<file path="src/rtl/memory_controller_if.sv">
// Core memory bus: strobe/ready handshake with word-addressed loads and byte-masked stores.
interface memory_controller_if #(
    parameter int unsigned ADDRESS_SIZE = 15
) ();
    logic [ADDRESS_SIZE-1:0] address;
    logic [31:0]             dataWrite;
    logic [3:0]              writeEnable;
    logic                    strobe;
    logic [31:0]             dataRead;
    logic                    ready;

    modport master (
        output address, dataWrite, writeEnable, strobe,
        input  dataRead, ready
    );

    modport slave (
        input  address, dataWrite, writeEnable, strobe,
        output dataRead, ready
    );
endinterface

</file>
<file path="src/rtl/memory_controller.sv">
// Memory bus slave: single-port BRAM with read-modify-write for partial stores,
// plus a debug I/O window (LEDs, RGB, synchronised buttons).
module memory_controller #(
    parameter int unsigned ADDRESS_SIZE     = 15,
    parameter int unsigned RAM_ADDRESS_SIZE = 11
) (
    input  logic                        clock,
    input  logic                        reset,
    memory_controller_if.slave          bus,
    output logic [RAM_ADDRESS_SIZE-1:0] ramAddr,
    output logic [31:0]                 ramDin,
    input  logic [31:0]                 ramDout,
    output logic                        ramCe,
    output logic                        ramWre,
    input  logic                        btnA,
    input  logic                        btnB,
    output logic [7:0]                  debugBits,
    output logic [2:0]                  rgb
);
    localparam int unsigned DATA_W = 32;
    localparam int unsigned MASK_W = 4;

    typedef enum logic [2:0] {
        IDLE    = 3'd0,
        ACCESS  = 3'd1,
        CAPTURE = 3'd2,
        MERGE   = 3'd3,
        DONE    = 3'd4
    } state_t;

    state_t                      r_state;
    state_t                      w_next;
    logic [DATA_W-1:0]           r_data;
    logic [MASK_W-1:0]           r_mask;
    logic [RAM_ADDRESS_SIZE-1:0] r_ram_addr;
    logic [DATA_W-1:0]           r_ram_din;
    logic                        r_ram_ce;
    logic                        r_ram_wre;
    logic                        r_ready;
    logic [DATA_W-1:0]           r_data_read;
    logic [7:0]                  r_debug;
    logic [2:0]                  r_rgb;
    logic [1:0]                  r_btn_meta;
    logic [1:0]                  r_btn_sync;

    logic                        w_accept;
    logic                        w_is_io;
    logic                        w_full_store;
    logic [DATA_W-1:0]           w_io_rdata;
    logic [DATA_W-1:0]           w_merged;
    logic                        w_unused;

    assign w_accept     = (r_state == IDLE) && bus.strobe;
    assign w_is_io      = bus.address[ADDRESS_SIZE-1];
    assign w_full_store = (bus.writeEnable == 4'hF);

    // Byte bits and aliasing address bits are intentionally ignored.
    assign w_unused = &{1'b0, bus.address[1:0],
                        bus.address[ADDRESS_SIZE-2:RAM_ADDRESS_SIZE+2]};

    always_comb begin
        w_io_rdata = '0;
        case (bus.address[3:2])
            2'd0:    w_io_rdata = {24'b0, r_debug};
            2'd1:    w_io_rdata = {29'b0, r_rgb};
            2'd2:    w_io_rdata = {30'b0, r_btn_sync};
            default: w_io_rdata = '0;
        endcase
    end

    // Store lanes from the latched data, remaining lanes from the captured old word.
    always_comb begin
        w_merged = ramDout;
        for (int i = 0; i < 4; i++) begin
            if (r_mask[i]) w_merged[8*i +: 8] = r_data[8*i +: 8];
        end
    end

    always_ff @(posedge clock or negedge reset) begin
        if (!reset) r_state <= IDLE;
        else        r_state <= w_next;
    end

    always_comb begin
        w_next = r_state;
        case (r_state)
            IDLE:    if (bus.strobe) w_next = w_is_io ? DONE : ACCESS;
            ACCESS:  w_next = (r_mask == 4'hF) ? DONE : CAPTURE;
            CAPTURE: w_next = (r_mask == 4'h0) ? DONE : MERGE;
            MERGE:   w_next = DONE;
            DONE:    w_next = IDLE;
            default: w_next = IDLE;
        endcase
    end

    // Datapath and registered outputs; RAM strobes are derived from the next state
    // so they line up with the ACCESS and MERGE cycles.
    always_ff @(posedge clock or negedge reset) begin
        if (!reset) begin
            r_data      <= '0;
            r_mask      <= '0;
            r_ram_addr  <= '0;
            r_ram_din   <= '0;
            r_ram_ce    <= 1'b0;
            r_ram_wre   <= 1'b0;
            r_ready     <= 1'b0;
            r_data_read <= '0;
            r_debug     <= '0;
            r_rgb       <= '0;
            r_btn_meta  <= '0;
            r_btn_sync  <= '0;
        end else begin
            r_btn_meta <= {btnB, btnA};
            r_btn_sync <= r_btn_meta;
            r_ready    <= (w_next == DONE);
            r_ram_ce   <= (w_next == ACCESS) || (w_next == MERGE);
            r_ram_wre  <= (w_accept && !w_is_io && w_full_store) || (w_next == MERGE);

            if (w_accept) begin
                r_data <= bus.dataWrite;
                r_mask <= bus.writeEnable;
                if (w_is_io) begin
                    if (bus.writeEnable == 4'h0) begin
                        r_data_read <= w_io_rdata;
                    end else if (bus.writeEnable[0]) begin
                        case (bus.address[3:2])
                            2'd0:    r_debug <= bus.dataWrite[7:0];
                            2'd1:    r_rgb   <= bus.dataWrite[2:0];
                            default: ;
                        endcase
                    end
                end else begin
                    r_ram_addr <= bus.address[RAM_ADDRESS_SIZE+1:2];
                    r_ram_din  <= bus.dataWrite;
                end
            end

            if (r_state == CAPTURE) begin
                r_data_read <= ramDout;
                r_ram_din   <= w_merged;
            end
        end
    end

    assign bus.dataRead = r_data_read;
    assign bus.ready    = r_ready;
    assign ramAddr      = r_ram_addr;
    assign ramDin       = r_ram_din;
    assign ramCe        = r_ram_ce;
    assign ramWre       = r_ram_wre;
    assign debugBits    = r_debug;
    assign rgb          = r_rgb;
endmodule
</file>
<file path="src/flat_wrapper.sv">
// flat-port wrapper written by rule: the top's interface ports become plain ports
module memory_controller_flat 
#(
    parameter int unsigned ADDRESS_SIZE     = 15,
    parameter int unsigned RAM_ADDRESS_SIZE = 11
)
  (clock, reset, ramAddr, ramDin, ramDout, ramCe, ramWre, btnA, btnB, debugBits, rgb, bus_address, bus_dataWrite, bus_writeEnable, bus_strobe, bus_dataRead, bus_ready);
  memory_controller_if #(.ADDRESS_SIZE(ADDRESS_SIZE)) bus_i ();
  input  logic clock;
  input  logic reset;
  output logic [RAM_ADDRESS_SIZE-1:0] ramAddr;
  output logic [31:0] ramDin;
  input  logic [31:0] ramDout;
  output logic ramCe;
  output logic ramWre;
  input  logic btnA;
  input  logic btnB;
  output logic [7:0] debugBits;
  output logic [2:0] rgb;
  input wire logic [$bits(bus_i.address)-1:0] bus_address;
  input wire logic [$bits(bus_i.dataWrite)-1:0] bus_dataWrite;
  input wire logic [$bits(bus_i.writeEnable)-1:0] bus_writeEnable;
  input wire logic [$bits(bus_i.strobe)-1:0] bus_strobe;
  output wire logic [$bits(bus_i.dataRead)-1:0] bus_dataRead;
  output wire logic [$bits(bus_i.ready)-1:0] bus_ready;
  assign bus_i.address = bus_address;
  assign bus_i.dataWrite = bus_dataWrite;
  assign bus_i.writeEnable = bus_writeEnable;
  assign bus_i.strobe = bus_strobe;
  assign bus_dataRead = bus_i.dataRead;
  assign bus_ready = bus_i.ready;
  memory_controller #(.ADDRESS_SIZE(ADDRESS_SIZE), .RAM_ADDRESS_SIZE(RAM_ADDRESS_SIZE)) u_core (.clock(clock), .reset(reset), .bus(bus_i), .ramAddr(ramAddr), .ramDin(ramDin), .ramDout(ramDout), .ramCe(ramCe), .ramWre(ramWre), .btnA(btnA), .btnB(btnB), .debugBits(debugBits), .rgb(rgb));
endmodule
</file>
<file path="config.mk">
export PLATFORM = sky130hd
export DESIGN_NAME = memory_controller_flat
export DESIGN_NICKNAME = d
export VERILOG_FILES = /design/src/rtl/memory_controller_if.sv /design/src/rtl/memory_controller.sv /design/src/flat_wrapper.sv
export SDC_FILE = /design/constraint.sdc
export NUM_CORES = 1
export LEC_CHECK = 0
export CORE_MARGIN = 2
export CORE_UTILIZATION = 51
export CTS_CLUSTER_SIZE = 10
export DETAILED_ROUTE_END_ITERATION = 10
export PLACE_DENSITY = 0.86
export SLEW_MARGIN = 20
export SYNTH_ARGS = -nofsm -noshare
export SYNTH_HDL_FRONTEND = slang
export SYNTH_SLANG_ARGS = --single-unit
</file>
<file path="constraint.sdc">
create_clock -name clock -period 5.1 [get_ports clock]
set_input_delay 1.02 -clock clock [delete_from_list [all_inputs] [get_ports clock]]
set_output_delay 1.02 -clock clock [all_outputs]
set_load 0.005 [all_outputs]
</file>
==> results of run 1 <==
[placed cells by master (no fill, tap or decap), types with 2 or more instances in the layout]
master | synthesis | routed
clkbuf_16 | 0 | 17
clkinvlp_4 | 0 | 3
o311ai_0 | 2 | 2
dfrtp_1 | 132 | 132
nand4_1 | 3 | 3
or4_1 | 2 | 2
o31ai_1 | 3 | 3
clkbuf_8 | 0 | 2
bufinv_16 | 0 | 4
mux2i_1 | 6 | 6
nand3_1 | 32 | 32
a31oi_1 | 37 | 37
clkinv_2 | 0 | 4
nor2b_1 | 34 | 34
buf_4 | 0 | 10
o21ai_0 | 35 | 35
mux2_2 | 24 | 24
nand2_1 | 112 | 112
a22o_1 | 24 | 24
a221oi_1 | 2 | 2
clkdlybuf4s50_1 | 0 | 172
nor2_1 | 5 | 5
a211oi_1 | 33 | 33
inv_1 | 6 | 6
nor4bb_1 | 5 | 5
[registers in the layout, summed over array words and instances (netlist names)]
register             cells
u_core.ramDin           32
u_core.bus.dataRead     32
u_core.ramWre            1
u_core.ramCe             1
u_core.r_mask            4
u_core.rgb               3
u_core.r_data           32
u_core.r_btn_sync        2
u_core.r_state           3
u_core.ramAddr          11
u_core.debugBits         8
u_core.bus.ready         1
u_core.r_btn_meta        2
[layer usage]
metal  global-route usage [%]  part of all wire, %  up-vias
met5                        0                    0        -
met4                     11.3                  2.0        0
li1                         -                    -     2301
met1                     35.2                   39     2549
met3                     8.17                  8.7       35
met2                     46.9                   50      262
[report_power, final]
part | total (uW) | switching [uW] | internal [uW]
registers | 1950 | 404 | 1540
logic | 1990 | 881 | 1110
clock network | 1300 | 460 | 843
total | 5240 | 1750 | 3490
[through the flow]
stage,area [um2],std cells
6_report,8200,863
5_1_grt,8200,863
4_1_cts,8200,863
3_5_place_dp,7570,831
3_3_place_gp,7570,831
2_1_floorplan,5770,556
[final timing paths]
path                                            from                       to  cells past startpoint
worst min-delay path            u_core.r_btn_meta[0]     u_core.r_btn_sync[0]                      0
max in group asynchronous                      reset  u_core.bus.dataRead[11]                      2
min in group asynchronous                      reset  u_core.bus.dataRead[26]                      1
worst max register to register     u_core.r_state[0]   u_core.bus.dataRead[0]                      4
worst max-delay path                      bus_strobe   u_core.bus.dataRead[0]                      5
worst min register to register  u_core.r_btn_meta[0]     u_core.r_btn_sync[0]                      0
[cell families after synthesis]
group                  count (synthesis)
AO/OA/AOI/OAI                        140
AND/OR/NAND/NOR                      200
multiplexers                          30
buffers and inverters                 54
flip-flops                           132
[cell type report]
class,count,area (um2),area share (%)
clock inverters,13,180,2.20
clock buffers,19,453,5.52
repair buffers,182,1800,21.9
well taps,140,175,2.14
flip-flops and latches,132,3300,40.3
multi-input cells,370,2270,27.6
inverters,7,26.3,0.320
==> summary.txt, run 1 <==
Drt
  – Post-route DRC violation count: 0
  – Initial DRC count: 409
  – Post-route ant nets: 0
  – Drt wl/cell: 19.6 um
  – DR vias: 5147
  – Drt pass-1 iters: 6
  – Final wirelength: 16900 um
  – DR vias/cell: 5.96

Synthesis
  – Mapped Cells: 556
  – Synth Area in XOR/XNOR: 0%
  – Synth area leader: dfrtp_1
  – Compound-Gate Fraction of Synth Area: 16.6%
  – Post-synthesis simple-gate area fraction: 16.7%
  – Syn_nets: 644
  – Synth Register Bits: 132
  – Mean post-synth cell area: 10.4 um2
  – Synth Flop Type: dfrtp_1
  – Adder-Cell Fraction of Synth Area: 0%
  – Seq/Total Area, Yosys: 57.3%
  – Main combinational cell family by area after synthesis: simple AND/OR/NAND/NOR gates
  – Mux share of post-synthesis cell area: 5.73%
  – Cell Area, Synth: 0.00577 mm2
  – Number of flops mapped to enable cells by yosys: 0
  – Count leader, synth: dfrtp_1
  – Library cells used by synthesis: 34
  – Area contributors post-synth: dfrtp_1 (57%), nand2_1 (7.3%), mux2_2 (4.7%)
  – Commonest cells post-synth: dfrtp_1 (132), nand2_1 (112), clkbuf_1 (41)
  – Async SR Flop Fraction: 100%
  – Share of the synthesized area in the top cell type: 57.3%
  – Yosys warns: 0

Clock tree
  – H-tree Lvls: 4
  – Cts bufs inserted: 17
  – Clock Latency Late Sink: 410 ps
  – Clock Tree Buf Depth: 2
  – Hold_buf cts: 0
  – Setup Fix Bufs, Post-CTS: 0
  – CTS resizes: 0
  – Root buffer cell: clkbuf_16
  – Reg clk slew, reported paths: 60 ps
  – TritonCTS sink count: 132
  – CTS tree: built

Placed design
  – Pre-CTS WS: 1590 ps
  – DP HPWL: 10700 um
  – IO buf count: 173
  – GPL Wtd Cong: 0.834

Worst setup path
  – R2R Setup Slk: 2400 ps
  – CP startpoint kind: input pin
  – Slowest-stage cell, CP: or4b_2
  – Max incr delay on CP: 680 ps
  – Setup crit end kind: register
  – Critical path's top delay family: compound AO/OA/AOI/OAI gates
  – Crit Path Class: in2reg
  – Worst Path Buf+Inv: 2
  – Required time at the worst-slack endpoint: 5400 ps
  – Critical path, cell by cell: clkdlybuf4s50_1, or4b_2, o31a_1, buf_4, o31ai_1
  – Arrival time worst endpoint: 3430 ps
  – Crit path max fanout: 21

Cells and area
  – Layout Area Growth over Synthesis: 42.2%
  – Layout cells sized above 1: 9.82%
  – Ant diodes: 0
  – Nets: 798
  – Filler cells: 717
  – Post-layout util: 75.0%

STA
  – Slew Limit Fails: 0
  – Worst Skew: 7.11 ps
  – Minimum clock period after layout: 3120 ps
  – Worst slew margin: 48.2%
  – Setup_tns: 0 ps
  – Max frequency: 320 MHz
  – RSZ-0062 raised after global routing: no
  – # setup viols final: 0
  – Final setup margin: 1980 ps
  – Hold_ws: 353 ps
  – Fin. Hold Viols: 0
  – Worst Tran Pin Value: 777 ps
  – Period utilization: 61.2%

Floorplan
  – Die Wd: 110 um
  – Rows: 38
  – Total I/O pin count: 177
  – Die area: 0.0122 mm2
  – Die Y: 110 um
  – Core ar.: 0.0109 mm2
  – Initial Util: 52.8%

Global route
  – Antenna violations before repair: 0
  – Overflow after GRT: 0
  – Vias in the first global route: 5145
  – Tot GR Track Use: 28.4%
  – First-pass GRT wire length: 26100 um
  – Largest net degree at the start of global routing: 74

Run status
  – Status: finished clean

Power and ir drop
  – Pleak: 0.00352 uW
  – Power Total: 5240 uW
  – Pwr Density: 639 mW/mm2
  – Maximum VDD drop: 322 uV

Run
  – Max-cap check violation count: 0

Min path
  – HP Class: reg2reg
No activity file was read; power rests on OpenSTA's default activity.
==> inputs of run 2 (changes only) <==
--- a/config.mk
+++ b/config.mk
@@ -6,10 +6,10 @@
 export NUM_CORES = 1
 export LEC_CHECK = 0
 export CORE_MARGIN = 2
-export CORE_UTILIZATION = 51
+export CORE_UTILIZATION = 47
 export CTS_CLUSTER_SIZE = 10
 export DETAILED_ROUTE_END_ITERATION = 10
-export PLACE_DENSITY = 0.86
+export PLACE_DENSITY = 0.8
 export SLEW_MARGIN = 20
 export SYNTH_ARGS = -nofsm -noshare
 export SYNTH_HDL_FRONTEND = slang
==> constraint.sdc (replaced) <==
create_clock -name clock -period 3.1 [get_ports clock]
set_input_delay 0.62 -clock clock [delete_from_list [all_inputs] [get_ports clock]]
set_output_delay 0.62 -clock clock [all_outputs]
set_load 0.005 [all_outputs]
==> run 2 against run 1 <==
Clock power up 53%. Setup slack worse by 1300 ps. First-iteration DRC count down 8.8%. Largest cell class unchanged.
==> summary.txt, run 2 (same netlist as run 1, synthesis figures left out) <==
Global route
  – Tot GR Track Use: 25.7%
  – Overflow after GRT: 0
  – Vias in the first global route: 5198
  – Antenna violations before repair: 0
  – Largest net degree at the start of global routing: 80
  – First-pass GRT wire length: 26100 um

Clock tree
  – Reg clk slew, reported paths: 60 ps
  – Root buffer cell: clkbuf_16
  – Hold_buf cts: 0
  – Setup Fix Bufs, Post-CTS: 0
  – CTS resizes: 0
  – Clock Tree Buf Depth: 2
  – Cts bufs inserted: 17
  – Clock Latency Late Sink: 420 ps
  – H-tree Lvls: 4
  – CTS tree: built
  – TritonCTS sink count: 132

Cells and area
  – Post-Layout Cell Count: 872
  – Ant diodes: 0
  – Nets: 801
  – Multi-input gate area: 0.00227 mm2
  – Filler cells: 879
  – Post-layout util: 68.5%
  – Register Area: 0.00330 mm2
  – Commonest non-fill, non-tap cells in the layout: clkdlybuf4s50_1 (172), dfrtp_1 (132), nand2_1 (112), a31oi_1 (37), o21ai_0 (35)
  – Leading cell type in the layout, fill and taps excluded: clkdlybuf4s50_1
  – Layout cells sized above 1: 9.93%
  – Layout Area Growth over Synthesis: 42.7%

STA
  – Period utilization: 79.2%
  – Final setup margin: 643 ps
  – RSZ-0062 raised after global routing: no
  – Slew Limit Fails: 0
  – Worst Tran Pin Value: 760 ps
  – # setup viols final: 0
  – Setup_tns: 0 ps
  – Max frequency: 407 MHz
  – Worst Skew: 11.5 ps
  – Fin. Hold Viols: 0
  – Worst slew margin: 49.3%
  – Minimum clock period after layout: 2460 ps

Run status
  – Status: finished clean

Drt
  – Initial DRC count: 373
  – Final wirelength: 16500 um
  – Drt pass-1 iters: 6
  – Post-route DRC violation count: 0
  – Post-route ant nets: 0
  – DR vias/cell: 5.87
  – Drt wl/cell: 18.9 um
  – DR vias: 5115

Power and ir drop
  – Pleak: 0.00353 uW
  – Pwr Density: 1030 mW/mm2
  – Maximum VDD drop: 670 uV
  – Power Total: 8470 uW

Floorplan
  – Die Wd: 115 um
  – Die Y: 115 um
  – Initial Util: 48.0%
  – Die area: 0.0132 mm2
  – Total I/O pin count: 177
  – Core ar.: 0.0120 mm2
  – Rows: 40

Placed design
  – DP HPWL: 11000 um
  – Cells after DPL: 841
  – GPL Wtd Cong: 0.856
  – IO buf count: 173
  – Pre-CTS WS: 245 ps

Worst setup path
  – Crit Path Class: reg2reg
  – Setup crit end kind: register
  – Required time at the worst-slack endpoint: 3400 ps
  – Critical Path Sink: u_core.bus.dataRead[25]
  – Worst r2r dst: u_core.bus.dataRead[25]
  – Crit path from: u_core.r_state[0]
  – R2R Setup Slk: 640 ps
  – CP startpoint kind: register
  – R2R Path Start: u_core.r_state[0]
  – R2R depth: 4
  – Arrival time worst endpoint: 2760 ps
  – Crit path max fanout: 13

Run
  – Max-cap check violation count: 0

Min path
  – HP Class: in2async
==> run 2: changes by cell type in the layout (fill, tap and decap cells not counted), sizes merged <==
cell	delta
bufinv	-1
buf	+3
clkinv	+1
clkinvlp	+1
clkbuf	-1
inv	-1
==> run 2: where the power goes <==
group / internal [uW] / switching, uW / total, uW
Combinational: 1870 / 1420 / 3290
Clock: 1260 / 734 / 1990
Sequential: 2540 / 654 / 3190
==> run 2: layout make-up <==
cell class / instances / share of cell area [%]
Clock buffer: 18 / 5.21
Multi-Input combinational cell: 370 / 27.5
Timing Repair Buffer: 185 / 22.6
Inverter: 7 / 0.319
Clock inverter: 13 / 1.96
Sequential cell: 132 / 40.1
Tap cell: 147 / 2.23
==> run 2: worst min path at each step <==
stage	end	slack [ps]	cells past startpoint
2_1_floorplan	u_core.bus.dataRead[0]	320	0
3_3_place_gp	u_core.r_btn_sync[1]	340	0
3_5_place_dp	u_core.r_btn_sync[0]	340	0
4_1_cts	u_core.bus.dataRead[20]	260	1
5_1_grt	u_core.bus.dataRead[19]	290	1
6_report	u_core.bus.dataRead[19]	240	1
==> run 2: layer usage <==
layer	wire, um	up-vias	global-route usage (%)	part of all wire (%)
met2	8070	240	42.3	49
met1	6720	2523	31.9	41
met5	0	-	0	0
li1	-	2314	-	-
met4	421	0	10.6	2.6
met3	1260	38	7.80	7.7
==> run 2: critical path: stages, from the launching register on <==
cell	delay, ps
dfrtp_1	570
or4b_2	800
o31a_1	510
buf_4	270
a22o_1	190
==> run 2: per-stage QoR <==
stage	hold WS (ps)	cell area, um2
detailed placement	339	7640
finish	235	8230
CTS	257	8230
global placement	335	7640
floorplan	324	5770
global route	286	8230
==> inputs of run 3 (changes only) <==
==> constraint.sdc (replaced) <==
create_clock -name clock -period 2.47 [get_ports clock]
set_input_delay 0.494 -clock clock [delete_from_list [all_inputs] [get_ports clock]]
set_output_delay 0.494 -clock clock [all_outputs]
set_load 0.005 [all_outputs]
==> run 3 against run 2 <==
First-iteration DRC count up 11%. Clock power grew 26%. Critical path type is now in2reg. Critical endpoint is now u_core.bus.dataRead[1]. Core utilization is 0.83 points higher. Largest power group unchanged. Cell count increased by 1.3%. Wire length rose by 2.7%. Via count rose by 1.2%.
==> summary.txt, run 3 (same netlist as run 1, synthesis figures left out) <==
Drt
  – Drt wl/cell: 19.2 um
  – Final wirelength: 16900 um
  – DR vias/cell: 5.86
  – DR vias: 5175
  – Post-route DRC violation count: 0
  – Initial DRC count: 413
  – Drt pass-1 iters: 5
  – Post-route ant nets: 0

Min path
  – HP Class: in2async

Worst setup path
  – Setup crit end kind: register
  – Arrival time worst endpoint: 2460 ps
  – CP startpoint kind: input pin
  – R2R Setup Slk: 440 ps
  – Crit path max fanout: 21
  – Required time at the worst-slack endpoint: 2780 ps
  – Crit Path Class: in2reg

Cells and area
  – Filler cells: 877
  – Multi-input gate area: 0.00227 mm2
  – Register Area: 0.00330 mm2
  – Ant diodes: 0
  – Layout cells sized above 1: 11.3%
  – Final instance area: 0.00833 mm2
  – Commonest non-fill, non-tap cells in the layout: clkdlybuf4s50_1 (172), dfrtp_1 (132), nand2_1 (112), a31oi_1 (37), o21ai_0 (35)
  – Leading cell type in the layout, fill and taps excluded: clkdlybuf4s50_1
  – Nets: 811
  – Post-Layout Cell Count: 883
  – Layout Area Growth over Synthesis: 44.4%

Power and ir drop
  – Clock Power Share: 23.4%
  – Pwr Density: 1290 mW/mm2
  – P_int: 7190 uW
  – Net Switching: 3560 uW
  – Maximum VDD drop: 811 uV
  – Reg power frac: 36.5%
  – Pleak: 0.00359 uW
  – Combinational share of power: 40.1%
  – Sw Ratio: 33.1%

STA
  – Max frequency: 466 MHz
  – Worst Skew: 7.75 ps
  – Worst Tran Pin Value: 750 ps
  – Worst slew margin: 50.0%
  – Final setup margin: 322 ps
  – Period utilization: 87.0%
  – # setup viols final: 0
  – RSZ-0062 raised after global routing: no
  – Slew Limit Fails: 0
  – Minimum clock period after layout: 2150 ps
  – Setup_tns: 0 ps
  – Fin. Hold Viols: 0

Clock tree
  – Cts bufs inserted: 17
  – Hold_buf cts: 0
  – Root buffer cell: clkbuf_16
  – CTS resizes: 0
  – Clock Tree Buf Depth: 2
  – Reg clk slew, reported paths: 60 ps
  – Setup Fix Bufs, Post-CTS: 0
  – H-tree Lvls: 4
  – CTS tree: built
  – Clock Latency Late Sink: 410 ps
  – TritonCTS sink count: 132

Floorplan
  – Die Wd: 115 um
  – Die area: 0.0132 mm2
  – Total I/O pin count: 177
  – Core ar.: 0.0120 mm2
  – Die Y: 115 um
  – Rows: 40
  – Initial Util: 48.0%

Placed design
  – GPL Wtd Cong: 0.838
  – Post-place instance area: 0.00773 mm2
  – DP HPWL: 11500 um
  – Pre-CTS WS: -89.2 ps
  – IO buf count: 173
  – Cells after DPL: 851

Global route
  – Largest net degree at the start of global routing: 69
  – Antenna violations before repair: 0
  – Overflow after GRT: 0
  – Tot GR Track Use: 26.5%
  – Vias in the first global route: 5180
  – First-pass GRT wire length: 26700 um

Run status
  – Status: finished clean

Run
  – Max-cap check violation count: 0
[run 3: changes by cell type in the layout (fill, tap and decap cells not counted), sizes merged]
cell | previous run | this run
clkinv | 7 | 3
clkbuf | 18 | 26
clkinvlp | 4 | 2
buf | 13 | 23
bufinv | 3 | 1
inv | 6 | 7
[run 3: final cells by class]
| type | count | area share [%] |
|---|---|---|
| Clock buffer | 26 | 6.47 |
| Inverter | 7 | 0.315 |
| Multi-Input combinational cell | 370 | 27.2 |
| Sequential cell | 132 | 39.6 |
| Clock inverter | 6 | 0.766 |
| Tap cell | 147 | 2.21 |
| Timing Repair Buffer | 195 | 23.4 |
[run 3: stage by stage]
step | hold slack (ps) | util, % | total power [uW]
2_1_floorplan | 198 | - | 5860
3_3_place_gp | 335 | 64.3 | 8000
3_5_place_dp | 338 | 64.3 | 8220
4_1_cts | 44.3 | 69.4 | 10800
5_1_grt | 70.4 | 69.4 | 11400
6_report | 35.7 | 69.4 | 10800
[run 3: power by group through the flow]
stage                     clock network (uW)  logic (uW)  registers [uW]
after floorplan                            0        2120            3730
after global placement                     0        4130            3870
after detailed placement                   0        4290            3930
after CTS                               2560        4330            3910
after global routing                    2650        4710            4040
final                                   2510        4320            3920
[run 3: worst max-delay path: stages]
cell and delay, ps:
clkdlybuf4s50_1 480, or4b_2 630, o31a_1 390, buf_12 190, o31ai_1 260
[run 3: path summary, 6_finish.rpt]
check,startpoint,end,depth (start not counted)
worst max-delay path,bus_strobe,u_core.bus.dataRead[1],5
worst min-delay path,reset,u_core.r_data[18],1
worst max register to register,u_core.r_state[0],u_core.bus.dataRead[1],4
worst min register to register,u_core.r_btn_meta[0],u_core.r_btn_sync[0],0
max in group asynchronous,reset,u_core.bus.dataRead[16],2
min in group clock,u_core.r_btn_meta[0],u_core.r_btn_sync[0],0
[run 3: routing by layer]
metal	global-route usage, %	vias to the layer above	wire, um	share of wire, %
met5	0	-	0	0
met4	11.4	0	412	2.4
met3	7.59	35	1220	7.2
met2	43.3	243	8420	50
met1	33.2	2563	6860	41
li1	-	2334	-	-
